$ cat src/rtl/mua_rate_accumulator.sv
// Per-channel spike-rate accumulator: read-modify-write of each channel's RAM word
// {count, prev_rate, enc}, emitting the finished rate at every bin boundary.
module mua_rate_accumulator #(
  parameter int CH_NUM          = 16,
  parameter int CH_BIT          = 4,
  parameter int SPIKE_RATE_BIT  = 4,
  parameter int ENCODER_NUM_BIT = 3,
  parameter int ENC_DEFAULT     = 0
) (
  input  logic                                        clk,
  input  logic                                        rst,
  input  logic                                        in_valid,
  output logic                                        in_ready,
  input  logic [CH_BIT-1:0]                           in_ch,
  input  logic                                        in_spike,
  input  logic                                        in_bin_end,
  output logic [CH_BIT-1:0]                           ram_raddr,
  input  logic [2*SPIKE_RATE_BIT+ENCODER_NUM_BIT-1:0] ram_dout,
  output logic                                        ram_we,
  output logic [CH_BIT-1:0]                           ram_waddr,
  output logic [2*SPIKE_RATE_BIT+ENCODER_NUM_BIT-1:0] ram_din,
  output logic                                        out_valid,
  output logic [CH_BIT-1:0]                           out_ch,
  output logic [SPIKE_RATE_BIT-1:0]                   out_rate,
  output logic [SPIKE_RATE_BIT-1:0]                   out_prev_rate,
  output logic [ENCODER_NUM_BIT-1:0]                  out_enc,
  output logic                                        busy
);

  localparam int W = 2*SPIKE_RATE_BIT + ENCODER_NUM_BIT;
  localparam logic [SPIKE_RATE_BIT-1:0]  RATE_MAX = '1;
  localparam logic [CH_BIT-1:0]          LAST_CH  = CH_BIT'(CH_NUM - 1);
  localparam logic [ENCODER_NUM_BIT-1:0] ENC_INIT = ENCODER_NUM_BIT'(ENC_DEFAULT);

  typedef enum logic {S_INIT, S_RUN} state_t;

  state_t                     state_q, state_d;
  logic [CH_BIT-1:0]          cnt_q;
  logic                       accept;

  logic                       vld_p1;
  logic [CH_BIT-1:0]          ch_p1;
  logic                       spike_p1;
  logic                       bin_end_p1;

  logic                       vld_p2;
  logic [CH_BIT-1:0]          ch_p2;
  logic [W-1:0]               word_p2;

  logic [W-1:0]               cur_word;
  logic [W-1:0]               new_word;
  logic [SPIKE_RATE_BIT-1:0]  cur_count;
  logic [SPIKE_RATE_BIT-1:0]  cur_prev;
  logic [SPIKE_RATE_BIT-1:0]  sum;
  logic [ENCODER_NUM_BIT-1:0] cur_enc;

  function automatic logic [SPIKE_RATE_BIT-1:0] sat_inc(
    input logic [SPIKE_RATE_BIT-1:0] a,
    input logic                      inc
  );
    if (inc && (a != RATE_MAX)) return a + SPIKE_RATE_BIT'(1);
    return a;
  endfunction

  assign in_ready  = (state_q == S_RUN);
  assign busy      = (state_q == S_INIT);
  assign ram_raddr = in_ch;
  assign accept    = in_valid && in_ready;

  // Stage 1: RAM read data is valid; merge with the word still in flight to the RAM
  always_comb begin
    cur_word = ram_dout;
    if (vld_p2 && (ch_p2 == ch_p1)) cur_word = word_p2;
    {cur_count, cur_prev, cur_enc} = cur_word;
    sum = sat_inc(cur_count, spike_p1);
    if (bin_end_p1) new_word = {SPIKE_RATE_BIT'(0), sum, cur_enc};
    else            new_word = {sum, cur_prev, cur_enc};
  end

  always_comb begin
    state_d   = state_q;
    ram_we    = 1'b0;
    ram_waddr = ch_p1;
    ram_din   = new_word;
    if (state_q == S_INIT && cnt_q == LAST_CH) state_d = S_RUN;
    // A write pending while rst is high is dropped, not landed.
    if (!rst) begin
      if (state_q == S_INIT) begin
        ram_we    = 1'b1;
        ram_waddr = cnt_q;
        ram_din   = {SPIKE_RATE_BIT'(0), SPIKE_RATE_BIT'(0), ENC_INIT};
      end else begin
        ram_we = vld_p1;
      end
    end
  end

  always_ff @(posedge clk) begin
    if (rst) begin
      state_q       <= S_INIT;
      cnt_q         <= '0;
      vld_p1        <= 1'b0;
      vld_p2        <= 1'b0;
      out_valid     <= 1'b0;
      out_ch        <= '0;
      out_rate      <= '0;
      out_prev_rate <= '0;
      out_enc       <= '0;
    end else begin
      state_q <= state_d;
      if (state_q == S_INIT) cnt_q <= cnt_q + CH_BIT'(1);
      vld_p1    <= accept;
      vld_p2    <= vld_p1;
      out_valid <= vld_p1 && bin_end_p1;
      if (vld_p1 && bin_end_p1) begin
        out_ch        <= ch_p1;
        out_rate      <= sum;
        out_prev_rate <= cur_prev;
        out_enc       <= cur_enc;
      end
    end
  end

  // Stage 0 -> 1 sample capture, stage 1 -> 2 written-word capture
  always_ff @(posedge clk) begin
    ch_p1      <= in_ch;
    spike_p1   <= in_spike;
    bin_end_p1 <= in_bin_end;
    ch_p2      <= ch_p1;
    word_p2    <= new_word;
  end

endmodule

$ cat config.mk
export PLATFORM = sky130hd
export DESIGN_NAME = mua_rate_accumulator
export DESIGN_NICKNAME = d
export VERILOG_FILES = /design/src/rtl/mua_rate_accumulator.sv
export SDC_FILE = /design/constraint.sdc
export NUM_CORES = 1
export LEC_CHECK = 0
export BUFFER_PORTS_ARGS = -buffer_cell sky130_fd_sc_hd__buf_2
export CAP_MARGIN = 20
export CORE_MARGIN = 3
export CORE_UTILIZATION = 50
export CTS_CLUSTER_SIZE = 28
export DETAILED_ROUTE_END_ITERATION = 6
export PLACE_DENSITY_LB_ADDON = 0.3
export SYNTH_ARGS = -nofsm -noshare
export SYNTH_HDL_FRONTEND = slang
export SYNTH_SLANG_ARGS = --single-unit
$ cat constraint.sdc
create_clock -name clk -period 3.35 [get_ports clk]
set_clock_uncertainty 0.05 [all_clocks]
set_input_delay 0.335 -clock clk [delete_from_list [all_inputs] [get_ports clk]]
set_output_delay 0.335 -clock clk [all_outputs]
set_load 0.005 [all_outputs]
==> out/summary.txt <==
Status: finished clean
Worst-Margin Slew: 0.862 ns
Pwr/cell area: 409 nW/um^2
Clk buf depth: 2
Worst path top cell family by delay: multiplexers
Slew headroom: 42.5%
CP max stage cell: dfxtp_1
Average vias per placed instance: 5.09
Critical Path Max Stage Delay: 0.44 ns
CP Launch Type: flop
Crit-path max FO: 6
EDFF count, synth: 0
Syn avg cell area: 9.87 um^2
Number of H-tree levels: 2
Register-to-Register Path Depth: 10
# setup viols final: 0
Hold_buf cts: 0
Die width: 66.1 um
Worst IR Drop VDD: 295 uV
Worst r2r dst: out_rate[2]
Reg clk slew, reported paths: 0.12 ns
Flop pwr share: 62.1%
Comb pwr share: 11.7%
# DRC: 0
Hold Path Depth: 1
Max Cap Viol: 0
CTS tree: built
Arr. time, crit path: 2.80 ns
Clk pwr share: 26.1%
WL final: 3.96 mm
Most frequent cell on the critical path: mux2_2
Net switching power: 0.226 mW
Initial antenna violation count: 0
DRT iter0 DRCs: 65
First-pass GRT wire length: 6.49 mm
Sw Share: 25.1%
Maximum number of pins on one net before global-route repair: 27
Antenna cells: 0
Placed cells: 277
Routed WL per cell: 13.8 um
Final Hold Vio Count: 0
Flop-to-flop setup slack: 0.88 ns
Hold EP: bin_end_p1
Min cycle time layout: 3.19 ns
Fraction of the yosys area taken by sequential cells: 48.8%
Reg2reg start: ch_p1[3]
Num rows: 21
#FFs+latches synth: 44
Clock latency on the worst-skew pair: 0.35 ns
Net Count, Synth: 205
Synthesized area: 1810 um^2
Cell count after synthesis: 183
Crit path buffers/inverters: 1
GRT Util Overall: 19.6%
Drt pass-1 iters: 4
DR vias: 1462
Most frequent cell after synthesis: dfxtp_1
Finished Layout Cells: 287
Fillers: 300
Cells along the critical path: xnor2_2, nand2_2, nor2_4, mux2_2, ha_2, nand2_1, mux2_2, mux2i_2, mux2i_1, nor2b_1, buf_2
Post-synth top area cell: dfxtp_1
Area Growth Syn to Fin: 21.8%
Worst min-delay path class: in2reg
Gpl congestion: 0.901
Clock buffer count from CTS: 5
Post-synth top flop: dfxtp_1
Hold path start: in_bin_end
Vias in the first global route: 1377
Die Ht: 66.1 um
Share of the synthesized area in the top cell type: 48.8%
Total design power: 0.901 mW
DP Wirelength: 2.83 mm
Yosys cell types: 35
Routed Antenna Nets: 0
Core Region: 3420 um^2
Full die area: 4370 um^2
Share of post-route cells with drive strength above 1: 39.4%
GRT overflow: 0
YS warnings: 0
Top cells by area, synth: dfxtp_1, mux2i_1, nor2_1
List of most frequent post-synthesis cells: dfxtp_1, nor2_1, mux2i_1
Fmax: 314 MHz
CP required: 2.96 ns
P_leak: 1.00 nW
Initial core utilization: 52.9%
Internal power: 0.675 mW
Pins over their slew limit: 0
Sequential Area: 885 um^2
Port bufs: 57
Ports: 58
CP Class: reg2out
Sink Count: 44
# nets final: 263
CP endpoint kind: primary output
Root Buffer: clkbuf_4
Async SR Flop Fraction: 0%
Footprint of the multi-input gates: 863 um^2
Final worst path period share: 95.1%
power groups by stage:
stage	Combinational [mW]	Clock [mW]	Sequential, mW
5_1_grt	0.119	0.269	0.562
6_report	0.106	0.235	0.560
3_5_place_dp	0.100	0	0.569
2_1_floorplan	0.0663	0	0.565
3_3_place_gp	0.0994	0	0.569
4_1_cts	0.101	0.245	0.557
how the worst max path moves through the flow:
stage | start | end | slack [ns] | cells past startpoint
global placement | ch_p1[0] | ram_din[5] | 0.43 | 11
finish | ch_p1[3] | ram_din[5] | 0.16 | 11
detailed placement | ch_p1[0] | ram_din[5] | 0.38 | 11
global route | ch_p1[2] | ram_din[5] | -0.01 | 11
floorplan | ch_p1[1] | ram_din[5] | 0.56 | 11
CTS | ch_p1[0] | ram_din[5] | 0.02 | 11
what timing repair did:
item	4_1_cts	5_1_grt
gates resized for setup	1	11
setup endpoints to repair	2	7
setup buffers	0	3
pin swaps	0	1
flip-flops by register name (all words and copies together) (netlist names):
register and count:
word_p2 11, ch_p1 4, ch_p2 4, cnt_q 4
out_ch 4, out_prev_rate 4, out_rate 4, out_enc 3
bin_end_p1 1, in_ready 1, out_valid 1, spike_p1 1
vld_p1 1, vld_p2 1
layout make-up:
| class | instances | area share, % |
|---|---|---|
| Clock buffer | 6 | 1.88 |
| Tap cell | 46 | 2.62 |
| Multi-Input combinational cell | 121 | 39.2 |
| Clock inverter | 1 | 0.227 |
| Inverter | 7 | 1.19 |
| Timing Repair Buffer | 62 | 14.7 |
| Sequential cell | 44 | 40.2 |
metrics by stage:
step / setup WS (ns) / TNS [ns] / hold WS [ns] / utilization, % / area, um^2
floorplan: 0.562 / 0 / 0.313 / - / 1810
global placement: 0.430 / 0 / 0.327 / 60.8 / 2080
detailed placement: 0.378 / 0 / 0.341 / 60.8 / 2080
CTS: 0.0197 / 0 / 0.0129 / 62.3 / 2130
global route: -0.0140 / -0.0140 / 0.000134 / 64.4 / 2200
finish: 0.163 / 0 / 0.0218 / 64.4 / 2200
kinds of logic after synthesis:
family                   Yosys count  share of synthesized area [%]
XOR/XNOR                           8                           4.29
AND/OR/NAND/NOR                   64                           16.8
AO/OA/AOI/OAI                     24                           9.07
flip-flops                        44                           48.8
adder cells (fa/ha/maj)            2                           1.38
multiplexers                      23                           13.5
buffers and inverters             18                           6.23
metal layers:
layer  part of all wire, %  track usage [%]  up-vias
li1                      -                -      735
met1                    44             25.6      665
met2                    46             29.7       55
met3                   8.8             5.44        7
met4                   1.2             8.88        0
met5                     0                0        -
placed cells by master, fill, tap and decap left out, types with 5 or more instances in the layout:
cell type	netlist	routed
mux2_2	7	6
xnor2_2	1	5
nor2_1	29	29
nand2_1	11	11
mux2i_1	15	14
dfxtp_1	44	41
buf_4	4	5
inv_1	6	6
a211oi_1	9	9
a21oi_1	8	8
clkbuf_4	0	5
buf_2	2	57
Note: power is estimated with default switching activity, not from simulation.
